$ cat config.mk
export PLATFORM = sky130hd
export DESIGN_NAME = alu_cmd_dispatcher
export DESIGN_NICKNAME = d
export VERILOG_FILES = /design/src/rtl/alu_lp_pkg.sv /design/src/rtl/alu_cmd_fifo.sv /design/src/rtl/alu_cmd_dispatcher.sv
export SDC_FILE = /design/constraint.sdc
export NUM_CORES = 1
export LEC_CHECK = 0
export ABC_AREA = 1
export CAP_MARGIN = 0
export CELL_PAD_IN_SITES_DETAIL_PLACEMENT = 1
export CELL_PAD_IN_SITES_GLOBAL_PLACEMENT = 1
export CORE_MARGIN = 5
export CORE_UTILIZATION = 43
export DETAILED_ROUTE_END_ITERATION = 10
export PLACE_DENSITY_LB_ADDON = 0.1
export SLEW_MARGIN = 30
export SYNTH_ARGS = -nofsm -noshare
export SYNTH_HDL_FRONTEND = slang
export SYNTH_SLANG_ARGS = --single-unit
$ cat constraint.sdc
create_clock -name clk -period 3.7 [get_ports clk]
set_input_delay 0.37 -clock clk [delete_from_list [all_inputs] [get_ports clk]]
set_output_delay 0.37 -clock clk [all_outputs]
set_load 0.02 [all_outputs]
$ cat src/rtl/alu_lp_pkg.sv
// alu_lp_pkg: shared opcodes, command layout and dispatcher state encoding
// for the low-power 16-bit ALU and its issue stage.
package alu_lp_pkg;

    localparam logic [2:0] ALU_OP_ADD = 3'b000;
    localparam logic [2:0] ALU_OP_SUB = 3'b001;
    localparam logic [2:0] ALU_OP_AND = 3'b010;
    localparam logic [2:0] ALU_OP_MUL = 3'b111;

    // Packed command word {op, a, b}
    localparam int CMD_W = 35;

    typedef struct packed {
        logic [2:0]  op;
        logic [15:0] a;
        logic [15:0] b;
    } alu_cmd_t;

    typedef enum logic [2:0] {
        ST_IDLE  = 3'd0,
        ST_ISSUE = 3'd1,
        ST_WAIT  = 3'd2,
        ST_CAPT  = 3'd3,
        ST_RESP  = 3'd4
    } disp_state_e;

endpackage

$ cat src/rtl/alu_cmd_fifo.sv
// alu_cmd_fifo: synchronous command FIFO. The ready flag is registered from
// next-state occupancy so it is 0 in reset and never rises on a same-cycle pop.
module alu_cmd_fifo #(
    parameter int DEPTH = 4,
    parameter int W     = 35
) (
    input  logic         clk,
    input  logic         rst_n,
    input  logic         push_i,
    input  logic         pop_i,
    input  logic [W-1:0] wdata_i,
    output logic [W-1:0] rdata_o,
    output logic         empty_o,
    output logic         ready_o
);
    localparam int AW = $clog2(DEPTH);
    localparam logic [AW:0] FULL_CNT = (AW+1)'(DEPTH);

    logic [W-1:0]  mem_q [DEPTH];
    logic [AW-1:0] wr_ptr_q, rd_ptr_q;
    logic [AW:0]   cnt_q, cnt_d;
    logic          ready_q;
    logic          do_push, do_pop;

    assign do_push = push_i && (cnt_q != FULL_CNT);
    assign do_pop  = pop_i && (cnt_q != '0);
    assign empty_o = (cnt_q == '0);
    assign ready_o = ready_q;
    assign rdata_o = mem_q[rd_ptr_q];

    // Next occupancy from accepted push/pop
    always_comb begin
        cnt_d = cnt_q;
        if (do_push && !do_pop) cnt_d = cnt_q + (AW+1)'(1);
        else if (!do_push && do_pop) cnt_d = cnt_q - (AW+1)'(1);
    end

    // Pointers wrap naturally since DEPTH is a power of two
    always_ff @(posedge clk or negedge rst_n) begin
        if (!rst_n) begin
            wr_ptr_q <= '0;
            rd_ptr_q <= '0;
            cnt_q    <= '0;
            ready_q  <= 1'b0;
        end else begin
            if (do_push) wr_ptr_q <= wr_ptr_q + AW'(1);
            if (do_pop)  rd_ptr_q <= rd_ptr_q + AW'(1);
            cnt_q   <= cnt_d;
            ready_q <= (cnt_d != FULL_CNT);
        end
    end

    // Storage; contents are don't-care until written
    always_ff @(posedge clk) begin
        if (do_push) mem_q[wr_ptr_q] <= wdata_i;
    end

endmodule

$ cat src/rtl/alu_cmd_dispatcher.sv
// alu_cmd_dispatcher: buffers ALU commands, drives the gated ALU only while a
// command is in flight, captures its result, and counts gated cycles.
module alu_cmd_dispatcher
    import alu_lp_pkg::*;
#(
    parameter int DEPTH   = 4,
    parameter int ALU_LAT = 1,
    parameter int CNT_W   = 32
) (
    input  logic             clk,
    input  logic             rst_n,
    input  logic             cmd_valid,
    output logic             cmd_ready,
    input  logic [15:0]      cmd_a,
    input  logic [15:0]      cmd_b,
    input  logic [2:0]       cmd_op,
    output logic [15:0]      alu_a,
    output logic [15:0]      alu_b,
    output logic [2:0]       alu_op,
    output logic             alu_enable,
    input  logic [15:0]      alu_result,
    input  logic             alu_zero,
    input  logic             alu_carry,
    output logic             rsp_valid,
    input  logic             rsp_ready,
    output logic [15:0]      rsp_result,
    output logic             rsp_zero,
    output logic             rsp_carry,
    output logic             busy,
    output logic [CNT_W-1:0] gated_cycles
);
    disp_state_e      state_q;
    logic [2:0]       lat_q;
    logic [15:0]      alu_a_q, alu_b_q, rsp_result_q;
    logic [2:0]       alu_op_q;
    logic             alu_en_q, rsp_valid_q, rsp_zero_q, rsp_carry_q;
    logic [CNT_W-1:0] gated_q, gated_d;
    alu_cmd_t         wr_cmd, head;
    logic [CMD_W-1:0] head_raw;
    logic             fifo_empty, fifo_push, fifo_pop, rsp_fire;

    assign wr_cmd    = '{op: cmd_op, a: cmd_a, b: cmd_b};
    assign head      = alu_cmd_t'(head_raw);
    assign fifo_push = cmd_valid && cmd_ready;
    assign rsp_fire  = rsp_valid_q && rsp_ready;
    // The head is popped on the edge that loads it into the ALU registers
    assign fifo_pop  = !fifo_empty &&
                       ((state_q == ST_IDLE) || (state_q == ST_RESP && rsp_fire));

    alu_cmd_fifo #(.DEPTH(DEPTH), .W(CMD_W)) u_fifo (
        .clk     (clk),
        .rst_n   (rst_n),
        .push_i  (fifo_push),
        .pop_i   (fifo_pop),
        .wdata_i (wr_cmd),
        .rdata_o (head_raw),
        .empty_o (fifo_empty),
        .ready_o (cmd_ready)
    );

    // Issue FSM; outputs are set on the edge entering a state, so ISSUE is
    // the first cycle the ALU sees enable and its operands
    always_ff @(posedge clk or negedge rst_n) begin
        if (!rst_n) begin
            state_q      <= ST_IDLE;
            lat_q        <= '0;
            alu_a_q      <= '0;
            alu_b_q      <= '0;
            alu_op_q     <= '0;
            alu_en_q     <= 1'b0;
            rsp_valid_q  <= 1'b0;
            rsp_result_q <= '0;
            rsp_zero_q   <= 1'b0;
            rsp_carry_q  <= 1'b0;
        end else begin
            unique case (state_q)
                ST_IDLE: begin
                    if (!fifo_empty) begin
                        alu_a_q  <= head.a;
                        alu_b_q  <= head.b;
                        alu_op_q <= head.op;
                        alu_en_q <= 1'b1;
                        state_q  <= ST_ISSUE;
                    end
                end
                ST_ISSUE: begin
                    if (ALU_LAT > 1) begin
                        lat_q   <= 3'd2;
                        state_q <= ST_WAIT;
                    end else begin
                        alu_en_q <= 1'b0;
                        state_q  <= ST_CAPT;
                    end
                end
                ST_WAIT: begin
                    // lat_q counts enabled cycles including the current one
                    if (lat_q == 3'(ALU_LAT)) begin
                        alu_en_q <= 1'b0;
                        state_q  <= ST_CAPT;
                    end else begin
                        lat_q <= lat_q + 3'd1;
                    end
                end
                ST_CAPT: begin
                    rsp_result_q <= alu_result;
                    rsp_zero_q   <= alu_zero;
                    rsp_carry_q  <= alu_carry;
                    rsp_valid_q  <= 1'b1;
                    state_q      <= ST_RESP;
                end
                ST_RESP: begin
                    if (rsp_ready) begin
                        rsp_valid_q <= 1'b0;
                        if (!fifo_empty) begin
                            alu_a_q  <= head.a;
                            alu_b_q  <= head.b;
                            alu_op_q <= head.op;
                            alu_en_q <= 1'b1;
                            state_q  <= ST_ISSUE;
                        end else begin
                            state_q <= ST_IDLE;
                        end
                    end
                end
                default: state_q <= ST_IDLE;
            endcase
        end
    end

    // Gated-cycle counter saturates at all-ones
    always_comb begin
        gated_d = gated_q;
        if (!alu_en_q && !(&gated_q)) gated_d = gated_q + CNT_W'(1);
    end

    // Counter register
    always_ff @(posedge clk or negedge rst_n) begin
        if (!rst_n) gated_q <= '0;
        else        gated_q <= gated_d;
    end

    assign alu_a        = alu_a_q;
    assign alu_b        = alu_b_q;
    assign alu_op       = alu_op_q;
    assign alu_enable   = alu_en_q;
    assign rsp_valid    = rsp_valid_q;
    assign rsp_result   = rsp_result_q;
    assign rsp_zero     = rsp_zero_q;
    assign rsp_carry    = rsp_carry_q;
    assign busy         = !fifo_empty || (state_q != ST_IDLE);
    assign gated_cycles = gated_q;

endmodule

==> metrics.md, run 1 <==
| Metric | Value |
|---|---|
| Share of layout cells above drive strength 1 | between 8 and 9% |
| Clock power share | 25.7% |
| Comb power frac | 35.3% |
| Max-cap violations | 0 |
| Overflow after GRT | 0 |
| CTS root buf | clkbuf_16 |
| Synthesized area | 0.0101 mm^2 |
| Vias | 7,345 |
| HP Class | input port to async pin |
| Post-CTS sizing | 0 |
| Residual DRC | 0 |
| CTS tree | built |
| Pin count of the biggest net entering global routing | 72 |
| Unique masters post-synth | 32 |
| Skew final | 0.00677 ns |
| Die ar. | about 0.027 mm^2 |
| Internal | 6570 uW |
| Crit-path slowest cell | buf_4 |
| Row Count | 56 |
| Sw Share | 35.7% |
| DR iter-0 viols | 338 |
| Crit path kind | flop to flop |
| # hold bufs at CTS | 1 |
| ANT nets after route | 0 |
| Initial Util | 43.4% |
| Critical Path Max Stage Delay | 0.50 ns |
| Drt pass-1 iters | 4 |
| Pre-CTS WS | around 1.3 ns |
| Crit. End Element | flop |
| Fill cells | 2,523 |
| Relative slew slack | between 40% and 50% |
| Most frequent cells in the layout | nor2_1, nand2_1, clkdlybuf4s50_1 |
| H-tree depth | 1 |
| Setup crit start kind | flop |
| Setup slack after layout | between 1 and 1.5 ns |
| Outcome | completed |
| Clock buffer depth | 3 |
| Final net count | 1,174 |
| RSZ-0062 raised after global routing | false |
| CP Cell Sequence | inv_1, ha_1, inv_1, nor2_1, nor2_1, nand2_1, inv_2, buf_4, nor2_1, a31oi_1 |
| Clock sinks | 241 |
| Peak supply drop | about 0.64 mV |
| Wire length per cell | 17.6 um |
| Post-synthesis sequential area ratio | between 60% and 70% |
| Antenna violations before repair | 0 |
| Worst-Skew Late Latency | around 0.53 ns |
| I/O pin count | 146 |
| Power per cell area | 798 mW/mm^2 |
| Syn Area/Cell | 10.6 um^2 |
| First-pass GRT wire length | 40,900 um |
| Crit path DAT | 2.89 ns |
| CP max FO | 44 |
| Top Family by Delay on Critical Path | buffers and inverters |
| Net Count, Synth | 1,024 |
| Area grow syn2layout | 26.5% |
| Flops & latches, synth | 241 |
| Leakage | slightly below 0.005 uW |
| IO Port Bufs | approximately 150 |
| Fin Setup TNS | 0 ns |
| Ant diodes | 0 |
| Routed wire length | 25,400 um |
| Worst Path Required | a little over 4 ns |
| Tot GR Track Use | slightly below 20% |
| CP dominant cell by count | nor2_1 |
| GP Congestion | a little under 0.8 |
| Final Hold Viols | 0 |
| Avg Vias per Cell | between 5 and 6 |
| Num CTS Buffers | 26 |
| Sequential Power Share | 39.1% |
| Vias in the first global route | 7,851 |
| Fin crit period | 2.47 ns |
| Post-CTS Setup Inserts | 0 |
| DP Wirelength | 16,700 um |
| P_sw | 3650 uW |
| Die width | 163 um |
| FMAX | just over 400 MHz |
| Post-Synthesis Cells | approximately 960 |
| Fin. max-slew vios | 0 |
| Most common cell after layout, fill and taps aside | nor2_1 |
| Clk pin slew, worst setup/hold paths | 0.06 ns |
| Fin crit share | 66.9% |
| CORE AREA | 0.0233 mm^2 |
| CP bufs+invs | 4 |
| Worst-Margin Slew | 0.801 ns |
| DIE HEIGHT | between 150 and 200 um |
| Final Setup Violations | 0 |
| Yosys warns | 0 |
-- cell families (layout without fill, tap and decap cells) --
| group | Yosys count | in the layout | share of synthesized area, % |
|---|---|---|---|
| DFF | 241 | 241 | 66.5 |
| AOI/OAI and AO/OA | 116 | 116 | 6.18 |
| and+or+nand+nor | 482 | 482 | 19.2 |
| buffers and inverters | 69 | 238 | 3.08 |
| muxes | 18 | 18 | 2.00 |
| adders and majority gates | 10 | 10 | 1.24 |
| xor gates and xnor gates | 21 | 21 | 1.82 |
-- through the flow --
stage	cells	hold WS [ns]	utilization [%]	area, um^2	power (uW)
after CTS	1445	0.434	54.9	12800	10400
after detailed placement	1397	0.442	51.1	11900	7690
after global routing	1445	0.434	54.9	12800	10900
after global placement	1397	0.435	51.1	11900	7550
final	1445	0.410	54.9	12800	10200
after floorplan	957	0.0744	-	10100	6190
-- final timing paths --
check                                            end  cells after the start  slack (ns)                 startpoint
max                             alu_a[5]$_DFFE_PN0P_                     10        1.23  u_fifo.cnt_q[0]$_DFF_PN0_
min                        rsp_result[9]$_DFFE_PN0P_                      2        0.41                      rst_n
max reg2reg                     alu_a[5]$_DFFE_PN0P_                     10        1.23  u_fifo.cnt_q[0]$_DFF_PN0_
min reg2reg                     lat_q[2]$_DFFE_PN0P_                      1        0.47       lat_q[2]$_DFFE_PN0P_
max in group asynchronous      alu_a[15]$_DFFE_PN0P_                      3        2.53                      rst_n
min in group clk           rsp_result[0]$_DFFE_PN0P_                      2        0.45              alu_result[0]
-- layout make-up --
type | instances | area (um^2) | share of cell area, %
clock buffers | 33 | 718 | 5.61
clock inverters | 14 | 153 | 1.19
inverters | 33 | 129 | 1.01
multi-input cells | 647 | 3110 | 24.3
flip-flops and latches | 241 | 6730 | 52.6
well taps | 319 | 399 | 3.12
repair buffers | 158 | 1560 | 12.2
-- synth_stat cells (all sizes together) --
cell / number / area [um^2]
nand4: 1 / 6.26
nand3b: 15 / 113
buf: 22 / 130
nor3b: 1 / 7.51
ha: 10 / 125
nand3: 13 / 70.1
nor2: 238 / 903
o22ai: 1 / 6.26
clkinv: 1 / 3.75
xor2: 13 / 114
mux2: 18 / 203
xnor2: 8 / 70.1
a31oi: 35 / 219
o21ai: 78 / 390
clkbuf: 14 / 52.6
nor3: 2 / 10.0
nand2: 212 / 832
edfxtp: 140 / 4200
dfrtp: 101 / 2530
a21oi: 2 / 10.0
inv: 32 / 125
-- worst register-to-register path, stage by stage (launching register included) --
cell and delay [ns]:
dfrtp_1 0.37, inv_1 0.09, ha_1 0.23, inv_1 0.06, nor2_1 0.04, nor2_1 0.24, nand2_1 0.11, inv_2 0.41
buf_4 0.50, nor2_1 0.09, a31oi_1 0.23
-- layer usage --
metal  GRT usage (%)  vias up  share of wire, %
met5               0        -                 0
met4            3.85        0               1.2
met3            3.56       28               5.8
met2            35.0      163                51
met1            24.0     3664                42
li1                -     3490                 -
-- power groups by stage --
stage / Combinational, uW / Clock [uW] / Sequential, uW
after detailed placement: 3650 / 0 / 4040
after global routing: 3990 / 2820 / 4070
after floorplan: 1840 / 0 / 4350
final: 3600 / 2620 / 3990
after CTS: 3690 / 2690 / 4000
after global placement: 3540 / 0 / 4010
-- state kept, by name, indices dropped and copies added (netlist names) --
| signal | cells |
|---|---|
| alu_enable | 1 |
| u_fifo.wr_ptr_q | 2 |
| rsp_valid | 1 |
| rsp_result | 16 |
| lat_q | 3 |
| rsp_carry | 1 |
| u_fifo.rd_ptr_q | 2 |
| u_fifo.cnt_q | 3 |
| state_q | 3 |
| u_fifo.mem_q | 140 |
| rsp_zero | 1 |
| u_fifo.ready_o | 1 |
| gated_cycles | 32 |
| alu_b | 16 |
| alu_a | 16 |
| alu_op | 3 |
No activity file was read; power rests on OpenSTA's default activity.
==> run 2: changes to the inputs <==
clock period = 2.3 ns   (was 3.7 ns; I/O delays follow)
==> metrics.md, run 2 (synthesis gave the netlist of run 1 again) <==
| Metric | Value |
|---|---|
| Row Count | 56 (unchanged) |
| Comb power frac | 36.5% (+1.2 points) |
| CP dominant cell by count | inv_1 |
| WHS | 0.248 ns (-0.162 ns) |
| DP Wirelength | 16,800 um (+0.56%) |
| Final Setup Violations | 0 (unchanged) |
| Fin Setup TNS | 0 ns (unchanged) |
| DIE HEIGHT | 163 um (unchanged) |
| Setup crit start kind | flop |
| Routed wire length | 25,900 um (+1.9%) |
| Clk pin slew, worst setup/hold paths | 0.06 ns (about the same) |
| Initial Util | 43.4% (unchanged) |
| Vias | 7,365 (+0.27%) |
| R2r startpoint | u_fifo.cnt_q[0]$_DFF_PN0_ |
| CORE AREA | 0.0233 mm^2 (unchanged) |
| Power per cell area | 1280 mW/mm^2 (+61%) |
| Final Non-Filler Cells | 1,453 (+0.55%) |
| Worst r2r path cells | 7 (-3) |
| GP Congestion | 0.776 (+0.52%) |
| Leakage | 0.00502 uW (+1.2%) |
| Relative slew slack | 60.5% (+14 points) |
| Worst-Margin Slew | 0.593 ns (-0.208 ns) |
| Pin count of the biggest net entering global routing | 72 (unchanged) |
| ANT nets after route | 0 (unchanged) |
| Max-cap violations | 0 (unchanged) |
| RSZ-0062 raised after global routing | false |
| Reg2reg setup slack | 0.27 ns (-0.96 ns) |
| IO Port Bufs | 145 (unchanged) |
| Biggest register | u_fifo.mem_q |
| Share of layout cells above drive strength 1 | 8.55% (+0.38 points) |
| Ant diodes | 0 (unchanged) |
| FF-to-FF End | u_fifo.mem_q[2][7]$_DFFE_PP_ |
| Outcome | completed |
| Crit-path slowest cell | dfrtp_1 |
| Vias in the first global route | 7,925 (+0.94%) |
| Residual DRC | 0 (unchanged) |
| Fin. max-slew vios | 0 (unchanged) |
| Fin crit period | 2.11 ns |
| First-pass GRT wire length | 41,500 um (+1.4%) |
| Total Power | 16,600 uW (+62%) |
| Sequential Power Share | 38.7% (-0.4 points) |
| CP Cell Sequence | inv_1, ha_1, inv_1, nor2_1, nand3_1, dlygate4sd2_1 |
| Crit path DAT | 1.88 ns (-1.01 ns) |
| Die ar. | 0.0267 mm^2 (unchanged) |
| Fin crit share | a little over 90% |
| Crit. End Element | output pin |
| Top Family by Delay on Critical Path | buffers and inverters |
| Antenna violations before repair | 1 (+1) |
| Area grow syn2layout | 27.8% |
| Worst Path Required | 2.07 ns (-2.05 ns) |
| Final Hold Viols | 0 (unchanged) |
| CP bufs+invs | 3 (-1) |
| Most common cell after layout, fill and taps aside | nor2_1 |
| Crit path kind | flop to output pin |
| Number of flip-flops in the largest register | 140 (unchanged) |
| H-tree depth | 1 (unchanged) |
| Critical Path Max Stage Delay | 0.39 ns (-0.11 ns) |
| CTS root buf | clkbuf_16 |
| P_sw | 5960 uW (+63%) |
| Placed insts | 1,404 (+0.50%) |
| CP max FO | 3 (-93%) |
| CTS tree | built |
| Met1 wire length | 10,700 um (-1.0%) |
| FMAX | 473 MHz |
| DR iter-0 viols | 306 (-9.5%) |
| Highest routed layer | met5 |
| Wire length per cell | 17.8 um (+1.4%) |
| I/O pin count | 146 (unchanged) |
| Clock buffer depth | 3 (unchanged) |
| HP Class | input port to async pin |
| Num CTS Buffers | 27 (+3.8%) |
| Final net count | 1,182 (+0.68%) |
| Wire length on met3 | 1410 um (-3.6%) |
| Skew final | 0.0237 ns (+0.0169 ns) |
| Overflow after GRT | 0 (unchanged) |
| Internal | 10,600 uW (+61%) |
| Peak supply drop | 0.755 mV (+19%) |
| Fill cells | 2,508 (-0.59%) |
| Clock power share | 24.9% (-0.8 points) |
| Die width | 163 um (unchanged) |
| Clock sinks | 241 (unchanged) |
| Worst-Skew Late Latency | 0.56 ns (+0.03 ns) |
| Sw Share | 36.0% (+0.27 points) |
| Avg Vias per Cell | 5.07 (-0.28%) |
| Met2 wire length | 13,200 um (+2.8%) |
| Most frequent cells in the layout | nor2_1, nand2_1, clkdlybuf4s50_1 |
| Drt pass-1 iters | 4 (unchanged) |
| Tot GR Track Use | 19.6% (+0.43 points) |
[run 2: cell count changes in the layout (fill, tap and decap cells not counted), sizes merged, moves of 2 or more]
cell | before | now
clkbuf | 33 | 40
buf | 13 | 20
bufinv | 3 | 1
clkinv | 9 | 6
clkinvlp | 3 | 1
[run 2: worst max path at each step]
stage,from,endpoint,cells after the start
finish,u_fifo.cnt_q[0]$_DFF_PN0_,busy,6
global route,u_fifo.cnt_q[1]$_DFF_PN0_,busy,6
CTS,u_fifo.cnt_q[0]$_DFF_PN0_,busy,6
detailed placement,u_fifo.cnt_q[0]$_DFF_PN0_,u_fifo.mem_q[2][19]$_DFFE_PP_,7
global placement,cmd_valid,u_fifo.mem_q[2][31]$_DFFE_PP_,5
floorplan,u_fifo.cnt_q[0]$_DFF_PN0_,u_fifo.mem_q[0][0]$_DFFE_PP_,5
[run 2: power by group through the flow]
stage	sequential, uW	clock, uW	combinational (uW)
floorplan	6990	0	2960
global placement	6440	0	5930
detailed placement	6480	0	6120
CTS	6410	4220	6180
global route	6530	4430	6680
finish	6400	4120	6040
[run 2: final cells by class]
type	count	area, um^2	area share, %
timing repair buffer	165	1710	13.2
clock buffer	40	764	5.91
multi-input combinational	647	3110	24.0
clock inverter	8	82.6	0.639
sequential	241	6730	52.1
inverter	33	129	0.997
tap	319	399	3.09
[run 2: per-layer routing]
layer / global-route usage, % / vias up
li1: - / 3514
met1: 23.7 / 3661
met2: 35.7 / 146
met3: 4.49 / 42
met4: 4.80 / 2
met5: 0 / -
[run 2: repair_timing]
action / in CTS / in global routing
endpoints found under the hold margin: 36 / 0
endpoints found under the setup margin: 1 / 0
setup buffers: 0 / 0
resized for setup: 1 / 0
hold buffers: 1 / 0
[run 2: metrics by stage]
stage | instance area (um^2) | setup WS [ns] | util [%]
3_5_place_dp | 12100 | 0.256 | 51.8
5_1_grt | 12900 | 0.0414 | 55.4
2_1_floorplan | 10100 | -0.549 | -
6_report | 12900 | 0.186 | 55.4
4_1_cts | 12900 | 0.133 | 55.4
3_3_place_gp | 12100 | 0.278 | 51.8
==> run 3: changes to the inputs <==
CORE_UTILIZATION = 50   (was 43)
DONT_BUFFER_PORTS = 1   (was default)
==> metrics.md, run 3 (synthesis gave the netlist of run 1 again) <==
| Metric | Value |
|---|---|
| Outcome | finished, violations left |
| Failing checks | negative hold slack |
| Worst Path Required | 2.72 ns (+0.65 ns) |
| Top Family by Delay on Critical Path | simple AND/OR/NAND/NOR gates |
| Fin. max-slew vios | 0 (unchanged) |
| Leakage | 0.00477 uW (-4.9%) |
| Drt pass-1 iters | 4 (unchanged) |
| Setup crit start kind | flop |
| DR iter-0 viols | 301 (-1.6%) |
| Overflow after GRT | 0 (unchanged) |
| CP bufs+invs | 3 (unchanged) |
| I/O pin count | 146 (unchanged) |
| H-tree depth | 1 (unchanged) |
| Worst-Margin Slew | 0.578 ns (-0.0151 ns) |
| GP Congestion | 0.842 (+8.5%) |
| Vias | 7,231 (-1.8%) |
| Finished Cell Area | 0.0121 mm^2 (-6.5%) |
| Post-layout util | 60.1% (+4.7 points) |
| CP max FO | 5 (+2) |
| IO Port Bufs | 0 (-100%) |
| Highest routed layer | met4 |
| Crit-path slowest cell | dfrtp_1 |
| Wire length on met3 | 1370 um (-3.1%) |
| First-pass GRT wire length | 44,700 um (+7.8%) |
| Tot GR Track Use | 23.8% (+4.2 points) |
| Number of flip-flops in the largest register | 140 (unchanged) |
| Num CTS Buffers | 26 (-3.7%) |
| WHS | -0.622 ns (-0.870 ns) |
| Final Setup Violations | 0 (unchanged) |
| Biggest register | u_fifo.mem_q |
| Final Hold Viols | 101 (+101) |
| Placed Area | 0.0106 mm^2 (-12%) |
| FMAX | 494 MHz (+4.4%) |
| CP dominant cell by count | nand2_1 |
| Area grow syn2layout | 19.4% |
| Wire length per cell | 21.0 um (+18%) |
| Vias in the first global route | 8,178 (+3.2%) |
| Routed wire length | 27,800 um (+7.5%) |
| Most frequent cells in the layout | nor2_1, nand2_1, edfxtp_1 |
| Relative slew slack | 61.2% (+0.77 points) |
| Fin crit share | 88.0% (-3.9 points) |
| HP Class | input port to async pin |
| Share of layout cells above drive strength 1 | 10.3% (+1.8 points) |
| Die width | 152 um (-6.8%) |
| Residual DRC | 0 (unchanged) |
| CTS root buf | clkbuf_16 |
| Clock sinks | 241 (unchanged) |
| Critical Path Max Stage Delay | 0.40 ns (about the same) |
| Skew final | 0.0253 ns (+0.00157 ns) |
| Crit. End Element | flop |
| Crit path DAT | 2.44 ns (+0.56 ns) |
| Power per cell area | 1310 mW/mm^2 (+2.4%) |
| Total Power | 15,900 uW (-4.3%) |
| Peak supply drop | 0.964 mV (+28%) |
| Met2 wire length | 14,700 um (+11%) |
| Fin crit period | 2.02 ns (-0.0897 ns) |
| ANT nets after route | 0 (unchanged) |
| Worst-Skew Late Latency | 0.55 ns (about the same) |
| Row Count | 52 (-7.1%) |
| Max-cap violations | 0 (unchanged) |
| Final net count | 1,102 (-6.8%) |
| Clk pin slew, worst setup/hold paths | 0.06 ns (about the same) |
| CORE AREA | 0.0201 mm^2 (-14%) |
| DP Wirelength | 17,000 um (+1.1%) |
| CTS tree | built |
| Initial Util | 50.3% (+7.0 points) |
| # hold bufs at CTS | 54 (+53) |
| Met1 wire length | 11,000 um (+3.5%) |
| DIE HEIGHT | 152 um (-6.8%) |
| Clock buffer depth | 3 (unchanged) |
| Crit path kind | flop to flop |
| Die ar. | 0.0232 mm^2 (-13%) |
| RSZ-0062 raised after global routing | false |
| CP Cell Sequence | inv_1, ha_1, nand2_1, nand3_2, buf_4, inv_1, nand2_1, nand2_1, nand2_1, nand2_1, nor2_1, nand2_1 |
| Avg Vias per Cell | 5.45 (+7.6%) |
| Most common cell after layout, fill and taps aside | nor2_1 |
| Antenna violations before repair | 1 (unchanged) |
| Pin count of the biggest net entering global routing | 102 (+42%) |
## run 3: cell type report
| class | instances | area (um^2) |
|---|---|---|
| multi-input cells | 647 | 3110 |
| inverters | 33 | 129 |
| clock inverters | 16 | 179 |
| repair buffers | 86 | 881 |
| clock buffers | 32 | 714 |
| well taps | 270 | 338 |
| flip-flops and latches | 241 | 6730 |
| fillers | 2082 | 8010 |
| diodes | 1 | 2.50 |
## run 3: per-stage QoR
step / setup WS [ns] / setup TNS (ns) / std cells
4_1_cts: 0.138 / 0 / 1325
6_report: 0.276 / 0 / 1326
3_3_place_gp: 0.370 / 0 / 1223
3_5_place_dp: 0.176 / 0 / 1223
5_1_grt: 0.0914 / 0 / 1326
2_1_floorplan: -0.549 / -76.86 / 957
## run 3: power breakdown
group	total, uW	switching [uW]	internal, uW
logic	4380	2860	1520
clock network	4300	1750	2550
registers	7170	1380	5790
## run 3: path summary, 6_finish.rpt
path | start | end | slack [ns] | depth (start not counted)
min in group clk | rsp_ready | u_fifo.rd_ptr_q[0]$_DFFE_PN0P_ | 0.10 | 4
worst max register to register | u_fifo.cnt_q[0]$_DFF_PN0_ | u_fifo.ready_o$_DFF_PN0_ | 0.28 | 12
worst min register to register | lat_q[2]$_DFFE_PN0P_ | lat_q[2]$_DFFE_PN0P_ | 0.47 | 1
max in group asynchronous | rst_n | gated_cycles[31]$_DFFE_PN0P_ | 2.74 | 0
worst min-delay path | rst_n | alu_b[7]$_DFFE_PN0P_ | -0.62 | 0
worst max-delay path | u_fifo.cnt_q[0]$_DFF_PN0_ | u_fifo.ready_o$_DFF_PN0_ | 0.28 | 12
## run 3: per-layer routing
metal | global-route usage, % | vias up
met2 | 45.1 | 170
li1 | - | 3361
met5 | 0 | -
met4 | 6.25 | 0
met1 | 27.4 | 3656
met3 | 4.94 | 44
## run 3: repair_timing
item                       CTS  global route
buffers inserted             0             0
gates resized for setup      0             1
setup endpoints to repair    0             1
hold endpoints to repair   261           101
